===== config.mk =====
export PLATFORM = sky130hd
export DESIGN_NAME = countdown_timer
export DESIGN_NICKNAME = d
export VERILOG_FILES = /design/src/rtl/countdown_pkg.sv /design/src/rtl/tick_gen.sv /design/src/rtl/countdown_timer.sv
export SDC_FILE = /design/constraint.sdc
export NUM_CORES = 1
export LEC_CHECK = 0
export ABC_AREA = 1
export ABC_CLOCK_PERIOD_IN_PS = 1800
export CAP_MARGIN = 15
export CORE_UTILIZATION = 40
export CTS_BUF_LIST = sky130_fd_sc_hd__clkbuf_8
export DETAILED_ROUTE_END_ITERATION = 10
export GPL_TIMING_DRIVEN = 0
export HOLD_SLACK_MARGIN = 0.12
export PLACE_DENSITY = 0.73
export SYNTH_ARGS = -nofsm -noshare
export SYNTH_HDL_FRONTEND = slang
export SYNTH_SLANG_ARGS = --single-unit

===== constraint.sdc =====
create_clock -name i_clk -period 1.8 [get_ports i_clk]
set_input_delay 0.18 -clock i_clk [delete_from_list [all_inputs] [get_ports i_clk]]
set_output_delay 0.18 -clock i_clk [all_outputs]
set_load 0.01 [all_outputs]

===== src/rtl/countdown_pkg.sv =====
// rtl/countdown_pkg.sv - shared types and BCD helpers for the countdown timer
package countdown_pkg;

  typedef enum logic [1:0] {
    IDLE = 2'd0,
    RUN  = 2'd1,
    DONE = 2'd2
  } state_t;

  typedef logic [3:0] bcd_t;

  localparam bcd_t BCD_MAX = 4'd9;

  // Three decremented digits plus a flag telling whether the result is 000
  typedef struct packed {
    bcd_t s2;
    bcd_t s1;
    bcd_t s0;
    logic zero;
  } bcd3_dec_t;

  // Decrement a three-digit BCD value with borrow ripple; 000 wraps to 999
  function automatic bcd3_dec_t bcd_dec3(input bcd_t d2, input bcd_t d1, input bcd_t d0);
    bcd3_dec_t r;
    r.s2 = d2;
    r.s1 = d1;
    r.s0 = d0;
    if (d0 != 4'd0) begin
      r.s0 = d0 - 4'd1;
    end else begin
      r.s0 = BCD_MAX;
      if (d1 != 4'd0) begin
        r.s1 = d1 - 4'd1;
      end else begin
        r.s1 = BCD_MAX;
        r.s2 = (d2 != 4'd0) ? (d2 - 4'd1) : BCD_MAX;
      end
    end
    r.zero = (r.s2 == 4'd0) && (r.s1 == 4'd0) && (r.s0 == 4'd0);
    return r;
  endfunction

  // Out-of-range preset digits saturate at 9 so the digits never leave 0-9
  function automatic bcd_t bcd_clamp(input bcd_t d);
    return (d > BCD_MAX) ? BCD_MAX : d;
  endfunction

endpackage


===== src/rtl/tick_gen.sv =====
// rtl/tick_gen.sv - count-step prescaler, one tick every DVSR enabled cycles
module tick_gen #(
  parameter int DVSR = 10_000_000
) (
  input  logic i_clk,
  input  logic i_rst,
  input  logic i_clr,
  input  logic i_en,
  output logic o_tick
);

  localparam int CW = (DVSR > 1) ? $clog2(DVSR) : 1;
  localparam logic [CW-1:0] LAST = CW'(DVSR - 1);

  logic [CW-1:0] cnt_q;

  // The tick is the enabled edge on which the counter sits at its last value
  assign o_tick = i_en && (cnt_q == LAST);

  // Counter advances only while enabled and holds otherwise, so a pause keeps the partial period
  always_ff @(posedge i_clk or posedge i_rst) begin
    if (i_rst) begin
      cnt_q <= '0;
    end else if (i_clr) begin
      cnt_q <= '0;
    end else if (i_en) begin
      cnt_q <= (cnt_q == LAST) ? '0 : (cnt_q + 1'b1);
    end
  end

endmodule


===== src/rtl/countdown_timer.sv =====
// rtl/countdown_timer.sv - BCD 000-999 countdown timer; COUNTDOWN_AUTO_RELOAD_EN enables periodic reload
module countdown_timer
  import countdown_pkg::*;
#(
  parameter int DVSR = 10_000_000
) (
  input  logic       i_clk,
  input  logic       i_rst,
  input  logic       i_clr,
  input  logic       i_load,
  input  logic [3:0] i_d2,
  input  logic [3:0] i_d1,
  input  logic [3:0] i_d0,
  input  logic       i_go,
  output logic [3:0] o_s2,
  output logic [3:0] o_s1,
  output logic [3:0] o_s0,
  output logic       o_zero,
  output logic       o_done,
  output logic       o_running
);

  state_t    state_q, state_d;
  bcd_t      s2_q, s1_q, s0_q;
  bcd_t      s2_d, s1_d, s0_d;
  logic      done_d;
  logic      tick;
  bcd3_dec_t dec;

`ifdef COUNTDOWN_AUTO_RELOAD_EN
  logic [11:0] shadow_q, shadow_d;
`endif

  // Load and clear both restart the step period from zero
  tick_gen #(.DVSR(DVSR)) u_tick_gen (
    .i_clk  (i_clk),
    .i_rst  (i_rst),
    .i_clr  (i_clr || i_load),
    .i_en   ((state_q == RUN) && i_go),
    .o_tick (tick)
  );

  assign dec       = bcd_dec3(s2_q, s1_q, s0_q);
  assign o_s2      = s2_q;
  assign o_s1      = s1_q;
  assign o_s0      = s0_q;
  assign o_zero    = (s2_q == 4'd0) && (s1_q == 4'd0) && (s0_q == 4'd0);
  assign o_running = (state_q == RUN);

  // Next state and digits: clear beats load beats go/tick handling
  always_comb begin
    state_d = state_q;
    s2_d    = s2_q;
    s1_d    = s1_q;
    s0_d    = s0_q;
    done_d  = 1'b0;
`ifdef COUNTDOWN_AUTO_RELOAD_EN
    shadow_d = shadow_q;
`endif
    if (i_clr) begin
      state_d = IDLE;
      s2_d    = 4'd0;
      s1_d    = 4'd0;
      s0_d    = 4'd0;
    end else if (i_load) begin
      state_d = IDLE;
      s2_d    = bcd_clamp(i_d2);
      s1_d    = bcd_clamp(i_d1);
      s0_d    = bcd_clamp(i_d0);
`ifdef COUNTDOWN_AUTO_RELOAD_EN
      shadow_d = {bcd_clamp(i_d2), bcd_clamp(i_d1), bcd_clamp(i_d0)};
`endif
    end else begin
      case (state_q)
        IDLE: begin
          // A zero count never starts, so go is ignored at 000
          if (i_go && !o_zero) state_d = RUN;
        end
        RUN: begin
          if (!i_go) begin
            state_d = IDLE;
          end else if (tick) begin
            s2_d = dec.s2;
            s1_d = dec.s1;
            s0_d = dec.s0;
            if (dec.zero) begin
              done_d  = 1'b1;
              state_d = DONE;
`ifdef COUNTDOWN_AUTO_RELOAD_EN
              if (shadow_q != 12'd0) begin
                {s2_d, s1_d, s0_d} = shadow_q;
                state_d            = RUN;
              end
`endif
            end
          end
        end
        DONE: begin
          state_d = DONE;
        end
        default: begin
          state_d = IDLE;
        end
      endcase
    end
  end

  // State, digit and done-pulse registers
  always_ff @(posedge i_clk or posedge i_rst) begin
    if (i_rst) begin
      state_q <= IDLE;
      s2_q    <= 4'd0;
      s1_q    <= 4'd0;
      s0_q    <= 4'd0;
      o_done  <= 1'b0;
    end else begin
      state_q <= state_d;
      s2_q    <= s2_d;
      s1_q    <= s1_d;
      s0_q    <= s0_d;
      o_done  <= done_d;
    end
  end

`ifdef COUNTDOWN_AUTO_RELOAD_EN
  // Shadow copy of the last loaded preset for periodic reload
  always_ff @(posedge i_clk or posedge i_rst) begin
    if (i_rst) begin
      shadow_q <= 12'd0;
    end else begin
      shadow_q <= shadow_d;
    end
  end
`endif

endmodule

==> run summary <==
The run finished, with violations left. The final reports fail on setup timing. Among all flip-flop cells after synthesis, the most frequent one is sky130_fd_sc_hd__dfrtp_1. Sorting the synthesized cells by area gives the leading types as sky130_fd_sc_hd__dfrtp_1, sky130_fd_sc_hd__nand2_1, sky130_fd_sc_hd__inv_1. The overall fraction of global-route tracks in use is 18.8%. The part of the cycle the worst path needs came out at 102%. The final worst-path setup slack came out at -0.0365 ns. The starting utilization of the core area is a little over two fifths. The detail-routed net length per standard cell came out at 13.4 µm.

On the final layout, the worst clock skew is 0.00832 ns. After synthesis, the mean cell area works out to about 7.4 µm². In the routed layout, each cell is associated on average with a via count of 5.34. The root buffer selected by CTS is sky130_fd_sc_hd__clkbuf_8.

After detailed routing, the number of remaining DRC violations is 0. The count of warnings emitted by yosys came out at 0. The count of input and output buffers is 31.

The top cell type's share of synthesized area came out at 36.9%. In this run the deepest clock path goes through 2 buffers. The biggest area consumer among synthesized cells is sky130_fd_sc_hd__dfrtp_1. The die area is 6940 µm². On the critical path, the stage with the largest delay is an instance of sky130_fd_sc_hd__dfrtp_1. The element type at the critical path start is a flip-flop.

The number of distinct standard cells referenced by the synthesized netlist is 39. The number of sinks on the clock net came out at 39. The power per cell area is 646 nW/µm². The power spent charging and discharging nets is 0.666 mW.

The leakage power is 1.53 nW. The total power is 2.26 mW. The number of clock buffers inserted by TritonCTS is 5. Summed over all layers, the global routing overflow is 0. Yosys instantiated no cell more often than sky130_fd_sc_hd__nand2_1. The area of all sequential standard cells came out at 985 µm². At the worst endpoint, the arrival time is 2.01 ns. Max-cap violations in this run came to 0. The sequential share of the synthesized area is approximately 37%. The top-level I/O count is 32.

Of all flip-flops after synthesis, the portion carrying an async set or reset was 100%. The upper clock frequency limit is between 500 and 600 MHz. The y dimension of the die came out at between 80 and 90 µm. The worst-path maximum fanout is 5. The relative contribution of the clock network to total power came out at 34.7%.

At the pin with the least slew margin, the transition time is 0.818 ns. Once placement completed, the tool counted placed cells totaling 465. The fill cell instance count of the final layout is 563.

The aggregate routed wire length came out at 6.57 mm. The total area inside the core boundary comes to around 6300 µm². From synthesis to final layout, the design area changed by 32.5%. Counting every instance in the synthesized netlist gives 357. The maximum resistive drop on vdd came out at about 0.00045 V. The path class of the tightest hold or removal check is input port to async pin. The wire length of the first global-routing pass came out at 10.8 mm. Of the total power, combinational logic draws 23.5%. The total number of nets in the final design is approximately 430. STA classifies the critical path endpoint as a flip-flop.

The relative slew slack is 45.4%. The layout cell share with drive strength beyond 1 came out at 23.2%. The count of nets left with antenna violations after detail routing came out at 0. The number of global-route vias before repair came out at 2477. The depth of the CTS H-tree came out at 2. The number of hold violations in the final report came out at 0. The internal power is 1.60 mW. The floorplan die width came out at 83.3 µm. The post-layout instance count excluding filler cells came out at ~500. The post-synthesis net count is about 380. The total area of multi-input combinational cells came out at between 1500 and 2000 µm².

STA puts the critical path data required time at roughly 2 ns. The final count of negative-setup-slack endpoints came out at 12. The detailed-placement wirelength estimate is 4.48 mm.

The shortest clock period the worst path allows after layout came out at 1.84 ns. The repair_antennas step left the layout with diodes totalling 0. Clock-pin slew was measured on the worst setup and hold paths at 0.08 ns.

The detailed-router iteration count before antenna repair came out at 4. The largest net degree at the start of global routing came out at 40. Routability-driven placement finished with a final weighted congestion of 0.853.

The number of buffers inserted by hold repair at cts came out at 0. Setup repair after global routing could not meet its margin everywhere. Net switching is 29.4% of the power.

The most numerous cell type found on the critical path is sky130_fd_sc_hd__nand2_4. The max-slew violation count came out at 0. Traced cell by cell, the critical path runs through ha_2, nand2_4, nor3_4, nand2_2, nor2_4, nand2_4, nand2_4, inv_6, clkbuf_16, nand2_1, o22ai_1. The number of storage elements in the synthesis netlist came out at 39. The detailed router placed 2617 vias in this run.

The count of flip-flops with a built-in enable after synthesis is 0. The maximum single-stage delay on the critical path is 0.37 ns. The initial antenna violation count came out at 0. Registers are responsible for 41.8% of the overall power. The netlist area before placement is 2640 µm². The clock latency reported for the late side of the worst-skew pair is 0.30 ns.

The cell row count came out at 29. After synthesis, the most frequently instantiated cells are sky130_fd_sc_hd__nand2_1, sky130_fd_sc_hd__inv_1, sky130_fd_sc_hd__dfrtp_1, sky130_fd_sc_hd__nor2_1, sky130_fd_sc_hd__o21ai_0. The CTS tree is built. The DRC violation total after the first TritonRoute iteration came out at 135. The setup path with the least slack is of type flip-flop to flip-flop.
## cell type report
| type | count | area share (%) |
|---|---|---|
| Clock buffer | 6 | 2.36 |
| Sequential cell | 39 | 28.1 |
| Buffer | 7 | 2.11 |
| Tap cell | 77 | 2.75 |
| Clock inverter | 2 | 1.00 |
| Multi-Input combinational cell | 255 | 44.0 |
| Inverter | 56 | 6.15 |
| Timing Repair Buffer | 48 | 13.5 |
## critical path: cells and delay by family (launching register included)
| family | cells | cell delay, ns |
|---|---|---|
| buffers and inverters | 2 | 0.21 |
| AOI/OAI and AO/OA | 1 | 0.06 |
| adders and majority gates | 1 | 0.22 |
| and+or+nand+nor | 7 | 0.85 |
| DFF | 1 | 0.37 |
## power groups by stage
stage / registers [mW] / clock network (mW) / logic [mW]
after global placement: 0.957 / 0 / 0.443
final: 0.947 / 0.785 / 0.532
after floorplan: 0.962 / 0 / 0.276
after CTS: 0.942 / 0.791 / 0.465
after global routing: 0.951 / 0.823 / 0.591
after detailed placement: 0.956 / 0 / 0.449
## routing by layer
| metal | global-route usage (%) | part of all wire (%) | up-vias |
|---|---|---|---|
| li1 | - | - | 1298 |
| met1 | 24.4 | 45 | 1233 |
| met2 | 31.0 | 48 | 68 |
| met3 | 3.88 | 4.5 | 18 |
| met4 | 6.74 | 2.4 | 0 |
| met5 | 0 | 0 | - |
## sequential cells by signal, summed over array words and instances (netlist names)
signal	flops
o_s0	4
u_tick_gen.cnt_q	24
state_q	2
o_s2	4
o_s1	4
o_done	1
## layout by cell type, fill, tap and decap left out, types with 2 or more instances in the layout
| cell type | n |
|---|---|
| sky130_fd_sc_hd__nand2_1 | 65 |
| sky130_fd_sc_hd__inv_1 | 52 |
| sky130_fd_sc_hd__dfrtp_1 | 32 |
| sky130_fd_sc_hd__clkdlybuf4s50_1 | 30 |
| sky130_fd_sc_hd__nand3_1 | 21 |
| sky130_fd_sc_hd__nor2_1 | 20 |
| sky130_fd_sc_hd__o21ai_0 | 20 |
| sky130_fd_sc_hd__buf_4 | 16 |
| sky130_fd_sc_hd__nor3_1 | 15 |
| sky130_fd_sc_hd__a21oi_1 | 12 |
| sky130_fd_sc_hd__o22ai_1 | 11 |
| sky130_fd_sc_hd__o21ai_1 | 11 |
| sky130_fd_sc_hd__nor2_4 | 9 |
| sky130_fd_sc_hd__o22ai_2 | 9 |
| sky130_fd_sc_hd__nand2_2 | 8 |
| sky130_fd_sc_hd__nand4_1 | 7 |
| sky130_fd_sc_hd__dfrtp_2 | 7 |
| sky130_fd_sc_hd__xor2_1 | 6 |
| sky130_fd_sc_hd__clkbuf_8 | 6 |
| sky130_fd_sc_hd__nor2_2 | 5 |
| sky130_fd_sc_hd__nand3_2 | 5 |
| sky130_fd_sc_hd__o21ai_2 | 5 |
| sky130_fd_sc_hd__nand2_4 | 4 |
| sky130_fd_sc_hd__inv_2 | 3 |
| sky130_fd_sc_hd__nand2_8 | 2 |
| sky130_fd_sc_hd__buf_6 | 2 |
| sky130_fd_sc_hd__a31oi_1 | 2 |
| sky130_fd_sc_hd__nor4_1 | 2 |
| sky130_fd_sc_hd__a21oi_2 | 2 |
| sky130_fd_sc_hd__clkbuf_16 | 2 |
## final timing paths
kind	endpoint	cells after the start	slack, ns	startpoint
worst min register to register	u_tick_gen.cnt_q[21]$_DFFE_PP0P_	2	0.54	u_tick_gen.cnt_q[21]$_DFFE_PP0P_
worst min-delay path	u_tick_gen.cnt_q[20]$_DFFE_PP0P_	2	0.37	i_rst
min in group i_clk	u_tick_gen.cnt_q[21]$_DFFE_PP0P_	2	0.54	u_tick_gen.cnt_q[21]$_DFFE_PP0P_
worst max-delay path	u_tick_gen.cnt_q[22]$_DFFE_PP0P_	11	-0.04	u_tick_gen.cnt_q[1]$_DFFE_PP0P_
max in group asynchronous	o_s1[1]$_DFFE_PP0P_	2	0.87	i_rst
worst max register to register	u_tick_gen.cnt_q[22]$_DFFE_PP0P_	11	-0.04	u_tick_gen.cnt_q[1]$_DFFE_PP0P_
## metrics by stage
step           utilization [%]  hold slack, ns  setup TNS [ns]  cell area [µm²]  setup WS (ns)
6_report                  55.2           0.367          -0.143             3500        -0.0365
3_5_place_dp              48.0           0.516           -3.09             3050         -0.185
3_3_place_gp              48.0           0.511          -10.16             3050         -0.221
2_1_floorplan                -           0.323               0             2640          0.136
4_1_cts                   50.6           0.409               0             3210        0.00817
5_1_grt                   55.2           0.462           -3.45             3500         -0.122
## what timing repair did
action / 4_1_cts / 5_1_grt
buffers inserted: 4 / 11
setup endpoints to repair: 35 / 38
pin swaps: 3 / 15
cloned: 0 / 2
resized for setup: 6 / 47
## logic make-up after synthesis
| group | Yosys count | synth area share, % |
|---|---|---|
| simple gates | 169 | 31.6 |
| flops | 39 | 36.9 |
| buf+inv | 63 | 10.5 |
| compound gates | 77 | 17.7 |
| xor+xnor | 7 | 2.32 |
| fa+ha+maj | 2 | 0.946 |
Power figures use the tool's default switching activity.
